### config.mk
export PLATFORM = sky130hd
export DESIGN_NAME = vector_serializer_flat
export DESIGN_NICKNAME = d
export VERILOG_FILES = /design/src/rtl/vector_serializer_if.sv /design/src/rtl/vector_serializer.sv /design/src/flat_wrapper.sv
export SDC_FILE = /design/constraint.sdc
export NUM_CORES = 1
export LEC_CHECK = 0
export CORE_AREA = 2 2 39 41
export DETAILED_ROUTE_END_ITERATION = 8
export DIE_AREA = 0 0 41 43
export GPL_ROUTABILITY_DRIVEN = 0
export GPL_TIMING_DRIVEN = 0
export MAX_ROUTING_LAYER = met4
export PLACE_DENSITY = 0.43
export SLEW_MARGIN = 20
export SYNTH_ARGS = -nofsm -noshare
export SYNTH_HDL_FRONTEND = slang
export SYNTH_SLANG_ARGS = --single-unit
### constraint.sdc
create_clock -name clk -period 3.12 [get_ports clk]
set_input_delay 0.78 -clock clk [delete_from_list [all_inputs] [get_ports clk]]
set_output_delay 0.78 -clock clk [all_outputs]
set_load 0.02 [all_outputs]
### src/rtl/vector_serializer_if.sv
// vector_serializer_if: vector-in / element-out handshake bundle.
// master drives vectors and takes elements; slave is the serializer.
interface vector_serializer_if #(
  parameter int WIDTH = 1,
  parameter int DEPTH = 1
);
  localparam int IDX_W = DEPTH > 1 ? $clog2(DEPTH) : 1;

  logic                        in_valid;
  logic                        in_ready;
  logic [DEPTH-1:0][WIDTH-1:0] in;
  logic                        out_valid;
  logic                        out_ready;
  logic [WIDTH-1:0]            out;
  logic [IDX_W-1:0]            out_index;
  logic                        out_last;

  modport master (
    output in_valid, in, out_ready,
    input  in_ready, out_valid, out, out_index, out_last
  );

  modport slave (
    input  in_valid, in, out_ready,
    output in_ready, out_valid, out, out_index, out_last
  );
endinterface

### src/rtl/vector_serializer.sv
// vector_serializer: parallel-in, serial-out, oldest tap first.
// Gapless vector handoff on the last beat; en freezes everything.
module vector_serializer #(
  parameter int WIDTH = 1,
  parameter int DEPTH = 1
) (
  input  logic               clk,
  input  logic               rst,
  input  logic               en,
  vector_serializer_if.slave bus
);
  localparam int IDX_W = DEPTH > 1 ? $clog2(DEPTH) : 1;

  typedef enum logic {
    EMPTY,
    BUSY
  } state_t;

  state_t                      state;
  state_t                      state_d;
  logic [DEPTH-1:0][WIDTH-1:0] vec;
  logic [WIDTH-1:0]            out_q;
  logic [IDX_W-1:0]            idx;
  logic [IDX_W-1:0]            idx_m1;
  logic                        last_q;
  logic                        in_xfer;
  logic                        out_xfer;
  logic                        load;
  logic                        step;

  assign bus.out_valid = (state == BUSY);
  assign bus.out       = out_q;
  assign bus.out_index = idx;
  assign bus.out_last  = last_q;

  assign bus.in_ready = rst && en &&
    (state == EMPTY ||
     (bus.out_valid && bus.out_ready && last_q));

  assign in_xfer  = bus.in_valid && bus.in_ready;
  assign out_xfer = en && bus.out_valid && bus.out_ready;
  assign idx_m1   = idx - 1'b1;

  // Next state and datapath load/step selection.
  always_comb begin
    state_d = state;
    load    = 1'b0;
    step    = 1'b0;
    unique case (state)
      EMPTY: begin
        if (in_xfer) begin
          state_d = BUSY;
          load    = 1'b1;
        end
      end
      BUSY: begin
        if (out_xfer) begin
          if (!last_q) begin
            step = 1'b1;
          end else if (in_xfer) begin
            load = 1'b1;
          end else begin
            state_d = EMPTY;
          end
        end
      end
      default: ;
    endcase
  end

  // State register; reset wins over any transfer.
  always_ff @(posedge clk) begin
    if (!rst) begin
      state <= EMPTY;
    end else begin
      state <= state_d;
    end
  end

  // Vector buffer and registered output element.
  always_ff @(posedge clk) begin
    if (!rst) begin
      vec    <= '0;
      out_q  <= '0;
      idx    <= '0;
      last_q <= 1'b0;
    end else if (load) begin
      vec    <= bus.in;
      out_q  <= bus.in[DEPTH-1];
      idx    <= IDX_W'(DEPTH - 1);
      last_q <= (DEPTH == 1);
    end else if (step) begin
      out_q  <= vec[idx_m1];
      idx    <= idx_m1;
      last_q <= (idx_m1 == '0);
    end
  end
endmodule

### src/flat_wrapper.sv
// flat-port wrapper written by rule: the top's interface ports become plain ports
module vector_serializer_flat 
#(
  parameter int WIDTH = 1,
  parameter int DEPTH = 1
)
  (clk, rst, en, bus_in_valid, bus_in, bus_out_ready, bus_in_ready, bus_out_valid, bus_out, bus_out_index, bus_out_last);
  vector_serializer_if #(.WIDTH(WIDTH), .DEPTH(DEPTH)) bus_i ();
  input  logic clk;
  input  logic rst;
  input  logic en;
  input wire logic [$bits(bus_i.in_valid)-1:0] bus_in_valid;
  input wire logic [$bits(bus_i.in)-1:0] bus_in;
  input wire logic [$bits(bus_i.out_ready)-1:0] bus_out_ready;
  output wire logic [$bits(bus_i.in_ready)-1:0] bus_in_ready;
  output wire logic [$bits(bus_i.out_valid)-1:0] bus_out_valid;
  output wire logic [$bits(bus_i.out)-1:0] bus_out;
  output wire logic [$bits(bus_i.out_index)-1:0] bus_out_index;
  output wire logic [$bits(bus_i.out_last)-1:0] bus_out_last;
  assign bus_i.in_valid = bus_in_valid;
  assign bus_i.in = bus_in;
  assign bus_i.out_ready = bus_out_ready;
  assign bus_in_ready = bus_i.in_ready;
  assign bus_out_valid = bus_i.out_valid;
  assign bus_out = bus_i.out;
  assign bus_out_index = bus_i.out_index;
  assign bus_out_last = bus_i.out_last;
  vector_serializer #(.WIDTH(WIDTH), .DEPTH(DEPTH)) u_core (.clk(clk), .rst(rst), .en(en), .bus(bus_i));
endmodule
==> impl_metrics.csv, run 1 <==
group,metric,value,unit
sta,fin_crit_sh,94.1,%
floorplanning,ios,11,
clock_network,cts-resized-gates,0,
worst_hold_path,hold_depth,2,
critical_path,crit_chain,"clkdlybuf4s50_1 > a21boi_4 > nor2_1 > clkdlybuf4s50_1",
logic_synthesis,syn-num-nets,30,
floorplanning,rows,14,
route,vias_per_cell,4.33,
logic_synthesis,synth_seq_area_share,40.8,%
floorplanning,die_area,0.00176,sq mm
pwr,p_leak,0.141,nW
logic_synthesis,synth_edf_count,0,
global_routing,grt_pass1_wl,793,microns
logic_synthesis,ys.flop_type,"dfxtp_1",
finish,finish.utilization,28.3,%
clock_network,tritoncts,"built",
critical_path,r2r-end,"u_core.vec",
critical_path,path_buf_inv,2,
clock_network,cts_setup_buffers,0,
global_routing,grt_pass1_vias,187,
logic_synthesis,ys_seq_elements,5,
logic_synthesis,synth_fa_ha_area_share,0,%
logic_synthesis,yosysMostFrequentCell,"dfxtp_1",
critical_path,slowest_stage,"clkdlybuf4s50_1",
sta,min_period,2940,ps
clock_network,cts_max_path_buffers,2,
sta,tns,0,ps
critical_path,cp.arrival,2160,ps
sta,rsz0062_at_grt,"false",
sta,skew,3.60,ps
logic_synthesis,synth_area_leader_cell,"dfxtp_1",
placement,dp.cells,50,
logic_synthesis,ys_warn_count,0,
critical_path,cp_num_cells,4,
pwr,ir_drop,0.210,mV
critical_path,cp_top_family,"buffers and inverters",
sta,worstMarginPinSlew,226,ps
sta,relSlewSlack,84.9,%
placement,portBuffers,10,
critical_path,start_kind,"input port",
clock_network,cts_buffers,3,
critical_path,critPathKind,"input port to primary output",
critical_path,cp-startpoint,"bus_out_ready",
logic_synthesis,mappedNetlistArea,245,sq um
finish,fin_cells,54,
finish,drive_gt1_share,13.2,%
critical_path,r2r_start,"u_core.bus.out_last",
finish,area_delta_synth_final,59.7,%
status,status,"finished, final reports clean",
finish,final_nets,45,
floorplanning,die_y,43,microns
route,drcViolationCount,0,
critical_path,cp_max_fo,5,
route,wl_per_cell,9.96,microns
finish,diodes,0,
logic_synthesis,avgSynthCellArea,10.2,sq um
run,maxCapViolCount,0,
clock_network,clk_latency,240,ps
placement,pre_cts_slack,177,ps
logic_synthesis,yosys.area_share.simple,24.0,%
pwr,power_density,450,mW/mm^2
global_routing,antenna_found_initial,0,
clock_network,htree_levels,1,
logic_synthesis,synth_compound_area_share,27.6,%
sta,setup_ws,183,ps
worst_hold_path,hp-start,"u_core.vec",
logic_synthesis,synth_top_family_by_area,"compound AO/OA/AOI/OAI gates",
route,drt_iter0_markers,6,
logic_synthesis,synth_xor_area_share,3.57,%
route,drtPass1Iterations,4,
logic_synthesis,ys_async_sr_fraction,0,%
sta,fmax,0.341,GHz
critical_path,r2r_slack,2020,ps
logic_synthesis,synth.top_cells.by_area,"dfxtp_1 41%, a21boi_4 7.7%, a21boi_1 6.1%, mux2i_1 4.1%, nand3_2 4.1%",
clock_network,clk_pin_slew,40,ps
floorplanning,fp.coreArea,0.00138,sq mm
floorplanning,initial_utilization,17.7,%
route,antenna_left,0,
sta,finalHoldViolations,0,
worst_hold_path,min_path_type,"flop to flop",
logic_synthesis,synth_top_area_share,40.8,%
worst_hold_path,min_to,"u_core.vec",
route,num_vias,234,
sta,final_max_slew_viol_count,0,
clock_network,cts_root_buffer,"clkbuf_4",
clock_network,holdBufCountCts,0,
critical_path,cp_common_cell,"clkdlybuf4s50_1",
logic_synthesis,netlist_instances,24,
critical_path,worstPathRequired,2340,ps
critical_path,r2r_cells,3,
logic_synthesis,synthTopCellsByCount,"5 x dfxtp_1, 2 x a21boi_1",
logic_synthesis,synthMuxAreaShare,4.08,%
floorplanning,die_x,41,microns
critical_path,max_stage_delay,600,ps
global_routing,grt_remaining_overflow,0,
logic_synthesis,synthDistinctLibCells,19,
route,wl,538,microns
global_routing,track_usage,7.63,%
global_routing,grt_max_degree,8,
critical_path,setup.worst_path.end_class,"primary output",
sta,setup_violations,0,
clock_network,cts.sinks,5,
==> power breakdown <==
group / internal, mW / switching [mW]
clock network: 0.0483 / 0.0263
logic: 0.0174 / 0.0136
registers: 0.0672 / 0.00322
total: 0.133 / 0.0432
==> worst max-delay path by stage <==
stage | end | slack [ps]
6_report | bus_in_ready | 180
5_1_grt | bus_in_ready | 120
4_1_cts | bus_in_ready | 170
3_5_place_dp | bus_in_ready | 180
3_3_place_gp | bus_in_ready | 180
2_1_floorplan | bus_in_ready | 1210
==> per-layer routing <==
metal  global-route usage, %  wire length (microns)
met5                       -                      0
met4                    4.00                      8
met3                    8.38                     75
met1                    9.39                    243
met2                    7.19                    211
==> kinds of logic after synthesis <==
kind of cell / Yosys count
and+or+nand+nor: 9
AOI/OAI and AO/OA: 8
DFF: 5
xor gates and xnor gates: 1
muxes: 1
==> flip-flops by register name (all words and copies together), names as in the netlist <==
signal / count
u_core.bus.out: 1
u_core.bus.out_index: 1
u_core.bus.out_last: 1
u_core.bus.out_valid: 1
u_core.vec: 1
==> layout make-up <==
class,count,area [sq um]
Fill cell,156,992
Multi-Input combinational cell,19,145
Sequential cell,5,100
Timing Repair Buffer,10,100
Clock buffer,4,26.3
Tap cell,16,20.0
==> tightest hold or removal path: cells and delay by family, from the launching register on <==
kind	cells	cell delay, ps
flops	1	300
compound gates	2	120
==> stage by stage <==
stage / area [sq um] / power, mW / hold slack, ps
final: 392 / 0.176 / 477
after global routing: 392 / 0.187 / 500
after CTS: 392 / 0.179 / 476
after detailed placement: 365 / 0.103 / 470
after global placement: 365 / 0.102 / 472
after floorplan: 245 / 0.0849 / 452
==> placed cells by master, fill, tap and decap left out, types with 2 or more instances in the layout <==
cell type and n:
a21boi_1 2, clkbuf_4 3, clkdlybuf4s50_1 10, dfxtp_1 5
(Power assumes the default switching activity.)
==> run 2: changes to the inputs <==
- PLACE_DENSITY: 0.43 -> not set
==> run 2 against run 1 <==
Core utilization is the same; global-route usage stayed put; via count down 3.8%; register-to-register slack improved by 40 ps; first-iteration DRC count down 67%; sequential share of layout area unchanged; combinational power is essentially flat.
==> impl_metrics.csv, run 2 (synthesized netlist as in run 1, its figures left out) <==
group,metric,value,unit
route,drt_iter0_markers,2,
sta,tns,0,ps
finish,final_cell_mix,"10 x clkdlybuf4s50_1, 5 x dfxtp_1, 3 x clkbuf_4",
floorplanning,die_x,41,microns
finish,drive_gt1_share,13.2,%
critical_path,r2r_cells,3,
clock_network,tritoncts,"built",
run,maxCapViolCount,0,
critical_path,r2r_start,"u_core.bus.out_last",
global_routing,grt_pass1_vias,206,
worst_hold_path,hold_depth,2,
pwr,p_switching,0.0413,mW
floorplanning,fp.coreArea,0.00138,sq mm
route,vias_per_cell,4.17,
finish,area_delta_synth_final,59.7,%
pwr,swShare,23.7,%
clock_network,htree_levels,1,
pwr,ir_drop,0.275,mV
placement,portBuffers,10,
sta,rsz0062_at_grt,"false",
global_routing,antenna_found_initial,0,
clock_network,cts-resized-gates,0,
pwr,p_int,0.133,mW
floorplanning,die_area,0.00176,sq mm
finish,final_nets,45,
route,wl,461,microns
sta,relSlewSlack,85.3,%
finish,diodes,0,
critical_path,start_kind,"input port",
route,num_vias,225,
global_routing,grt_max_degree,8,
sta,setup_violations,0,
floorplanning,ios,11,
sta,fmax,0.340,GHz
floorplanning,initial_utilization,17.7,%
finish,fin_area,392,sq um
sta,finalHoldViolations,0,
sta,worstMarginPinSlew,219,ps
critical_path,worstPathRequired,2340,ps
status,status,"finished, final reports clean",
route,drcViolationCount,0,
sta,fin_crit_sh,94.3,%
critical_path,cp.arrival,2160,ps
clock_network,cts_max_path_buffers,2,
critical_path,setup.worst_path.end_class,"primary output",
clock_network,cts_buffers,3,
finish,final_common_cell,"clkdlybuf4s50_1",
placement,dpl-instance-area,365,sq um
critical_path,r2r-end,"u_core.vec",
global_routing,grt_remaining_overflow,0,
pwr,power_density,445,mW/mm^2
route,antenna_left,0,
finish,finish.utilization,28.3,%
worst_hold_path,hp-start,"u_core.vec",
clock_network,holdBufCountCts,0,
global_routing,grt_pass1_wl,821,microns
sta,final_max_slew_viol_count,0,
critical_path,r2r_slack,2060,ps
pwr,p_seq_share,40.3,%
pwr,p_leak,0.141,nW
global_routing,track_usage,7.63,%
route,wl_per_cell,8.54,microns
sta,skew,1.50,ps
worst_hold_path,min_path_type,"flop to flop",
clock_network,clk_latency,240,ps
clock_network,cts_root_buffer,"clkbuf_4",
clock_network,cts_setup_buffers,0,
clock_network,clk_pin_slew,40,ps
pwr,power_frac_clock,42.0,%
sta,min_period,2940,ps
floorplanning,die_y,43,microns
critical_path,cp_max_fo,7,
critical_path,critPathKind,"input port to primary output",
clock_network,cts.sinks,5,
worst_hold_path,min_to,"u_core.vec",
pwr,p_comb_share,17.7,%
floorplanning,rows,14,
route,drtPass1Iterations,3,
run 2: cell counts in the layout (fill, tap and decap cells not counted):
Identical to the previous run, type by type.
run 2: cell type report:
class,instances,area [sq um]
Timing Repair Buffer,10,100
Fill cell,146,992
Multi-Input combinational cell,19,145
Sequential cell,5,100
Tap cell,16,20.0
Clock buffer,4,26.3
run 2: power groups by stage:
stage / clock, mW / sequential [mW] / combinational [mW]
after global routing: 0.0809 / 0.0708 / 0.0334
final: 0.0732 / 0.0702 / 0.0309
after CTS: 0.0772 / 0.0703 / 0.0312
after global placement: 0 / 0.0714 / 0.0311
after floorplan: 0 / 0.0742 / 0.0107
after detailed placement: 0 / 0.0715 / 0.0309
run 2: worst max path at each step:
stage | from | to
finish | rst | bus_in_ready
global placement | rst | bus_in_ready
floorplan | bus_out_ready | bus_in_ready
detailed placement | bus_out_ready | bus_in_ready
CTS | rst | bus_in_ready
global route | en | bus_in_ready
run 2: metal layers:
| metal | track usage, % | routed length (microns) | vias to the layer above |
|---|---|---|---|
| met5 | - | 0 | - |
| met4 | 4.00 | 0 | 0 |
| met3 | 7.85 | 55 | 0 |
| met2 | 8.13 | 199 | 9 |
| met1 | 8.74 | 206 | 97 |
| li1 | - | - | 119 |
run 2: worst max-delay path, stage by stage:
cell             delay, ps
clkdlybuf4s50_1        580
nand2_1                 80
nor2_1                 110
clkdlybuf4s50_1        610
run 2: through the flow:
step,total power [mW],cells,hold slack (ps),setup slack (ps)
finish,0.174,54,485,179
global route,0.185,54,509,108
CTS,0.179,54,491,174
detailed placement,0.102,50,485,196
global placement,0.102,50,468,174
floorplan,0.0849,24,452,1210
